===== src/rtl/alu_seq_pkg.sv =====
// alu_seq_pkg: shared types and encodings for the ALU sequencing controller.
// Holds the FSM state enum, command op codes, ALUop codes and write-back
// source (vsel) codes, plus the op -> ALUop mapping used in EXEC.
package alu_seq_pkg;

    typedef enum logic [2:0] {
        S_WAIT,
        S_GET_A,
        S_GET_B,
        S_EXEC,
        S_WR_C,
        S_WR_IMM
    } state_t;

    localparam logic [2:0] OP_ADD  = 3'b000;
    localparam logic [2:0] OP_SUB  = 3'b001;
    localparam logic [2:0] OP_AND  = 3'b010;
    localparam logic [2:0] OP_MVN  = 3'b011;
    localparam logic [2:0] OP_MOV  = 3'b100;
    localparam logic [2:0] OP_MOVI = 3'b101;
    localparam logic [2:0] OP_CMP  = 3'b110;
    localparam logic [2:0] OP_RSV  = 3'b111;

    localparam logic [1:0] ALU_ADD = 2'b00;
    localparam logic [1:0] ALU_SUB = 2'b01;
    localparam logic [1:0] ALU_AND = 2'b10;
    localparam logic [1:0] ALU_NOT = 2'b11;

    localparam logic [1:0] VSEL_C   = 2'b00;
    localparam logic [1:0] VSEL_IMM = 2'b10;

    function automatic logic [1:0] alu_code(input logic [2:0] op);
        logic [1:0] code;
        case (op)
            OP_SUB,
            OP_CMP:  code = ALU_SUB;
            OP_AND:  code = ALU_AND;
            OP_MVN:  code = ALU_NOT;
            default: code = ALU_ADD;
        endcase
        return code;
    endfunction

endpackage


===== src/rtl/alu_seq_ctrl.sv =====
// alu_seq_ctrl: multi-cycle control FSM for the register-file/ALU datapath.
// Accepts one command per handshake (s while w=1), then sequences operand
// reads, ALU execute and write-back.
// Ports:
//   clk, reset          rising-edge clock, async active-high reset
//   s, op, rn, rm, rd   start request and command fields
//   shift_in, imm8      shift code for B operand, immediate for MOVI
//   w                   idle/ready (WAIT state)
//   readnum, writenum   register-file addresses
//   write, loada, loadb, loadc, loads   register enables
//   asel, bsel, vsel    datapath source selects
//   shift, ALUop        shifter and ALU controls
//   sximm               captured imm8 sign-extended to DW bits
module alu_seq_ctrl
    import alu_seq_pkg::*;
#(
    parameter int DW = 16
) (
    input  logic          clk,
    input  logic          reset,
    input  logic          s,
    input  logic [2:0]    op,
    input  logic [2:0]    rn,
    input  logic [2:0]    rm,
    input  logic [2:0]    rd,
    input  logic [1:0]    shift_in,
    input  logic [7:0]    imm8,
    output logic          w,
    output logic [2:0]    readnum,
    output logic [2:0]    writenum,
    output logic          write,
    output logic          loada,
    output logic          loadb,
    output logic          loadc,
    output logic          loads,
    output logic          asel,
    output logic          bsel,
    output logic [1:0]    vsel,
    output logic [1:0]    shift,
    output logic [1:0]    ALUop,
    output logic [DW-1:0] sximm
);

    state_t     r_state;
    state_t     w_next;
    logic [2:0] r_op;
    logic [2:0] r_rn;
    logic [2:0] r_rm;
    logic [2:0] r_rd;
    logic [1:0] r_shift;
    logic [7:0] r_imm8;
    logic       w_accept;

    assign w_accept = (r_state == S_WAIT) && s;

    always_ff @(posedge clk or posedge reset) begin
        if (reset) begin
            r_state <= S_WAIT;
            r_op    <= '0;
            r_rn    <= '0;
            r_rm    <= '0;
            r_rd    <= '0;
            r_shift <= '0;
            r_imm8  <= '0;
        end else begin
            r_state <= w_next;
            if (w_accept) begin
                r_op    <= op;
                r_rn    <= rn;
                r_rm    <= rm;
                r_rd    <= rd;
                r_shift <= shift_in;
                r_imm8  <= imm8;
            end
        end
    end

    // The path is chosen from the live op on the accepting edge; every later
    // decision uses the captured op.
    always_comb begin
        w_next = r_state;
        case (r_state)
            S_WAIT: begin
                if (s) begin
                    case (op)
                        OP_ADD, OP_SUB, OP_AND, OP_CMP: w_next = S_GET_A;
                        OP_MVN, OP_MOV:                 w_next = S_GET_B;
                        OP_MOVI:                        w_next = S_WR_IMM;
                        // Reserved op spends its single busy cycle in EXEC
                        // with every enable suppressed.
                        default:                        w_next = S_EXEC;
                    endcase
                end
            end
            S_GET_A:  w_next = S_GET_B;
            S_GET_B:  w_next = S_EXEC;
            S_EXEC:   w_next = (r_op == OP_CMP || r_op == OP_RSV) ? S_WAIT : S_WR_C;
            S_WR_C:   w_next = S_WAIT;
            S_WR_IMM: w_next = S_WAIT;
            default:  w_next = S_WAIT;
        endcase
    end

    always_comb begin
        w        = 1'b0;
        readnum  = '0;
        writenum = '0;
        write    = 1'b0;
        loada    = 1'b0;
        loadb    = 1'b0;
        loadc    = 1'b0;
        loads    = 1'b0;
        asel     = 1'b0;
        bsel     = 1'b0;
        vsel     = '0;
        shift    = '0;
        ALUop    = '0;
        case (r_state)
            S_WAIT: w = 1'b1;
            S_GET_A: begin
                readnum = r_rn;
                loada   = 1'b1;
            end
            S_GET_B: begin
                readnum = r_rm;
                loadb   = 1'b1;
            end
            S_EXEC: begin
                if (r_op != OP_RSV) begin
                    shift = r_shift;
                    ALUop = alu_code(r_op);
                    loads = 1'b1;
                    loadc = (r_op != OP_CMP);
                    asel  = (r_op == OP_MOV);
                end
            end
            S_WR_C: begin
                writenum = r_rd;
                vsel     = VSEL_C;
                write    = 1'b1;
            end
            S_WR_IMM: begin
                writenum = r_rd;
                vsel     = VSEL_IMM;
                bsel     = 1'b1;
                write    = 1'b1;
            end
            default: ;
        endcase
    end

    assign sximm = {{(DW-8){r_imm8[7]}}, r_imm8};

endmodule


===== config.mk =====
export PLATFORM = sky130hd
export DESIGN_NAME = alu_seq_ctrl
export DESIGN_NICKNAME = d
export VERILOG_FILES = /design/src/rtl/alu_seq_pkg.sv /design/src/rtl/alu_seq_ctrl.sv
export SDC_FILE = /design/constraint.sdc
export NUM_CORES = 1
export LEC_CHECK = 0
export BUFFER_PORTS_ARGS = -buffer_cell sky130_fd_sc_hd__buf_4
export CAP_MARGIN = 40
export CELL_PAD_IN_SITES_DETAIL_PLACEMENT = 0
export CELL_PAD_IN_SITES_GLOBAL_PLACEMENT = 1
export CORE_ASPECT_RATIO = 1.75
export CORE_MARGIN = 3
export CORE_UTILIZATION = 38
export DETAILED_ROUTE_END_ITERATION = 10
export PLACE_DENSITY = 0.86
export SYNTH_ARGS = -nofsm -noshare
export SYNTH_HDL_FRONTEND = slang
export SYNTH_SLANG_ARGS = --single-unit

===== constraint.sdc =====
create_clock -name clk -period 4.8 [get_ports clk]
set_input_delay 0.96 -clock clk [delete_from_list [all_inputs] [get_ports clk]]
set_output_delay 0.96 -clock clk [all_outputs]
set_load 0.01 [all_outputs]

==> run metrics <==
clock sink count 25; vias in the first global route 985; reg2reg end r_rd[0]; final worst path period need 2.83 ns; outcome complete, no violations; measured slew at the worst slew-check pin 0.548 ns; DRT iter0 DRCs 7; met3 wire length 153 um; antenna viol nets, final 0; met1 wire length 1160 um; P per Cell Area 651 nW/um^2; worst r2r src r_state[1]; Worst Skew 0.00500 ns; CP Class flop to output pin; DP Area 1770 sq um; Min-Delay Endpoint r_rd[1]; storage element area 626 sq um; Synth cell types 28; clock root buffer clkbuf_8; register area share after synthesis 45.7%; CORE AREA 3430 sq um; H-tree levels 1; worst hold start r_rd[1]; CTS buffer count 3; Die Width 51.4 um; RePlAce Congestion 0.758; initial antenna violation count 0; Worst EP arrival 1.87 ns; critical-path maximum fanout 18; Compound-Gate Fraction of Synth Area 3.38%; most frequent cell after synthesis dfrtp_1; Rows 28; synth top area cells dfrtp_1 46%, mux2_4 21%, buf_4 5.5%, nand3b_1 3.8%, buf_6 2.5%; total global-route track usage 14.4%; post-CTS setup buffers 0; ratio of cells with drive above 1 in the final layout 57.1%; top_reg_cell synth dfrtp_1; Req. time, crit path 3.84 ns; height of the die 85.4 um; Finished Cell Area 1820 sq um; Syn Area/Cell 12.8 sq um; fmax 353 MHz; WL final 2960 um; Slew Limit Fails 0; Total Power 1.18 mW; WL met2 1640 um; #FFs+latches synth 25; Post-Syn Nets 132; Mapped Cells 107; I/O pins 61; Max-slew headroom 63.5%; # hold bufs at CTS 0; XOR/XNOR Fraction of Synth Area 0%; Hold Fails Final Rpt 0; Die ar. 4390 sq um; routed length per instance 14.7 um; ys async rst share 100%; Final period util 59.0%; first-pass GRT wire length 4860 um; Leak Pwr 0.888 nW; largest net degree at the start of global routing 24; Final setup viols 0; post_cts resized 0; Worst Hold Depth 1; number of fill cells 308; main combinational cell family by area after synthesis multiplexers; diode count 0; simple-gate share of the synthesized area 17.3%; Yosys top cell by area dfrtp_1; Cell Area, Synth 1370 sq um; Synth Area in Adders 0%; Worst Setup End Kind output pin; Core Util, Final 52.9%; via/cell ratio 4.80; clock transition at the registers of the reported paths 0.08 ns; Synth top area share 45.7%; DRC Markers 0; Max Cap Violations 0; Via Count 965; port bufs 59; YS warnings 0; Area Overhead vs Synth 32.5%; Commonest cells post-synth 25 x dfrtp_1, 19 x mux2_4, 10 x buf_4; CTS max path bufs 2; RSZ-0062 raised after global routing no; crit start category flop; Post-DP HPWL 2230 um; initial core utilization 39.9%; nets 182; top layer in use met4; worst-case reg-to-reg path depth 3; Hold WC Path Type flop to flop; CTS tree yes; mux contribution to synthesized area 24.0%; multi-input logic area 616 sq um; EDFF count, synth 0; r2r setup slk 2.97 ns; peak supply drop 0.342 mV; Overflow after GRT 0; Fin Setup TNS 0 ns; clk_lat worst skew 0.26 ns; drt pass-1 iters 4
worst max-delay path by stage:
| stage | from | to |
|---|---|---|
| floorplan | r_state[2] | asel |
| global placement | r_state[1] | asel |
| detailed placement | r_state[1] | asel |
| CTS | r_state[1] | asel |
| global route | r_state[1] | asel |
| finish | r_state[1] | asel |
final cells by class:
type                            instances  share of cell area (%)
Multi-Input combinational cell         64                    33.9
Sequential cell                        25                    34.5
Inverter                                2                   0.414
Clock buffer                            4                    2.48
Tap cell                               45                    3.10
Timing Repair Buffer                   61                    25.6
critical path: stages (launching register included):
cell      delay (ns)
dfrtp_1         0.69
nand3b_1        0.36
nor4b_1         0.38
buf_4           0.18
registers in the layout, summed over array words and instances (netlist names):
signal	flops
r_shift	2
r_state	3
r_rm	3
r_rn	3
r_imm8	8
r_op	3
r_rd	3
through the flow:
step,hold WS [ns],setup slack [ns],instances
2_1_floorplan,0.472,2.56,107
3_3_place_gp,0.483,2.34,196
3_5_place_dp,0.488,2.28,197
4_1_cts,0.509,1.98,201
5_1_grt,0.529,1.72,201
6_report,0.501,1.97,201
power breakdown:
group	switching, mW	internal, mW	total (mW)
clock	0.0621	0.0592	0.121
combinational	0.236	0.387	0.623
sequential	0.119	0.319	0.438
total	0.417	0.765	1.18
cells by family (layout without fill, tap and decap cells):
| logic type | Yosys count | in the layout |
|---|---|---|
| and+or+nand+nor | 33 | 33 |
| DFF | 25 | 25 |
| muxes | 23 | 23 |
| buffers and inverters | 18 | 67 |
| AOI/OAI and AO/OA | 7 | 7 |
| other | 1 | 1 |
layer usage:
metal	track usage [%]	vias up
met5	0	-
met4	4.30	0
met3	1.93	2
met2	26.1	37
met1	17.0	467
li1	-	459
cell usage in the layout (no fill, tap or decap), drive strengths merged, types with 2 or more instances in the layout:
cell	Yosys	final
a211oi	2	2
a21oi	3	3
and2	5	5
buf	14	61
clkbuf	2	4
dfrtp	25	25
inv	2	2
mux2	22	22
nand3b	7	7
nor2	5	5
nor3	2	2
nor3b	4	4
nor4b	3	3
Note: power is estimated with default switching activity, not from simulation.
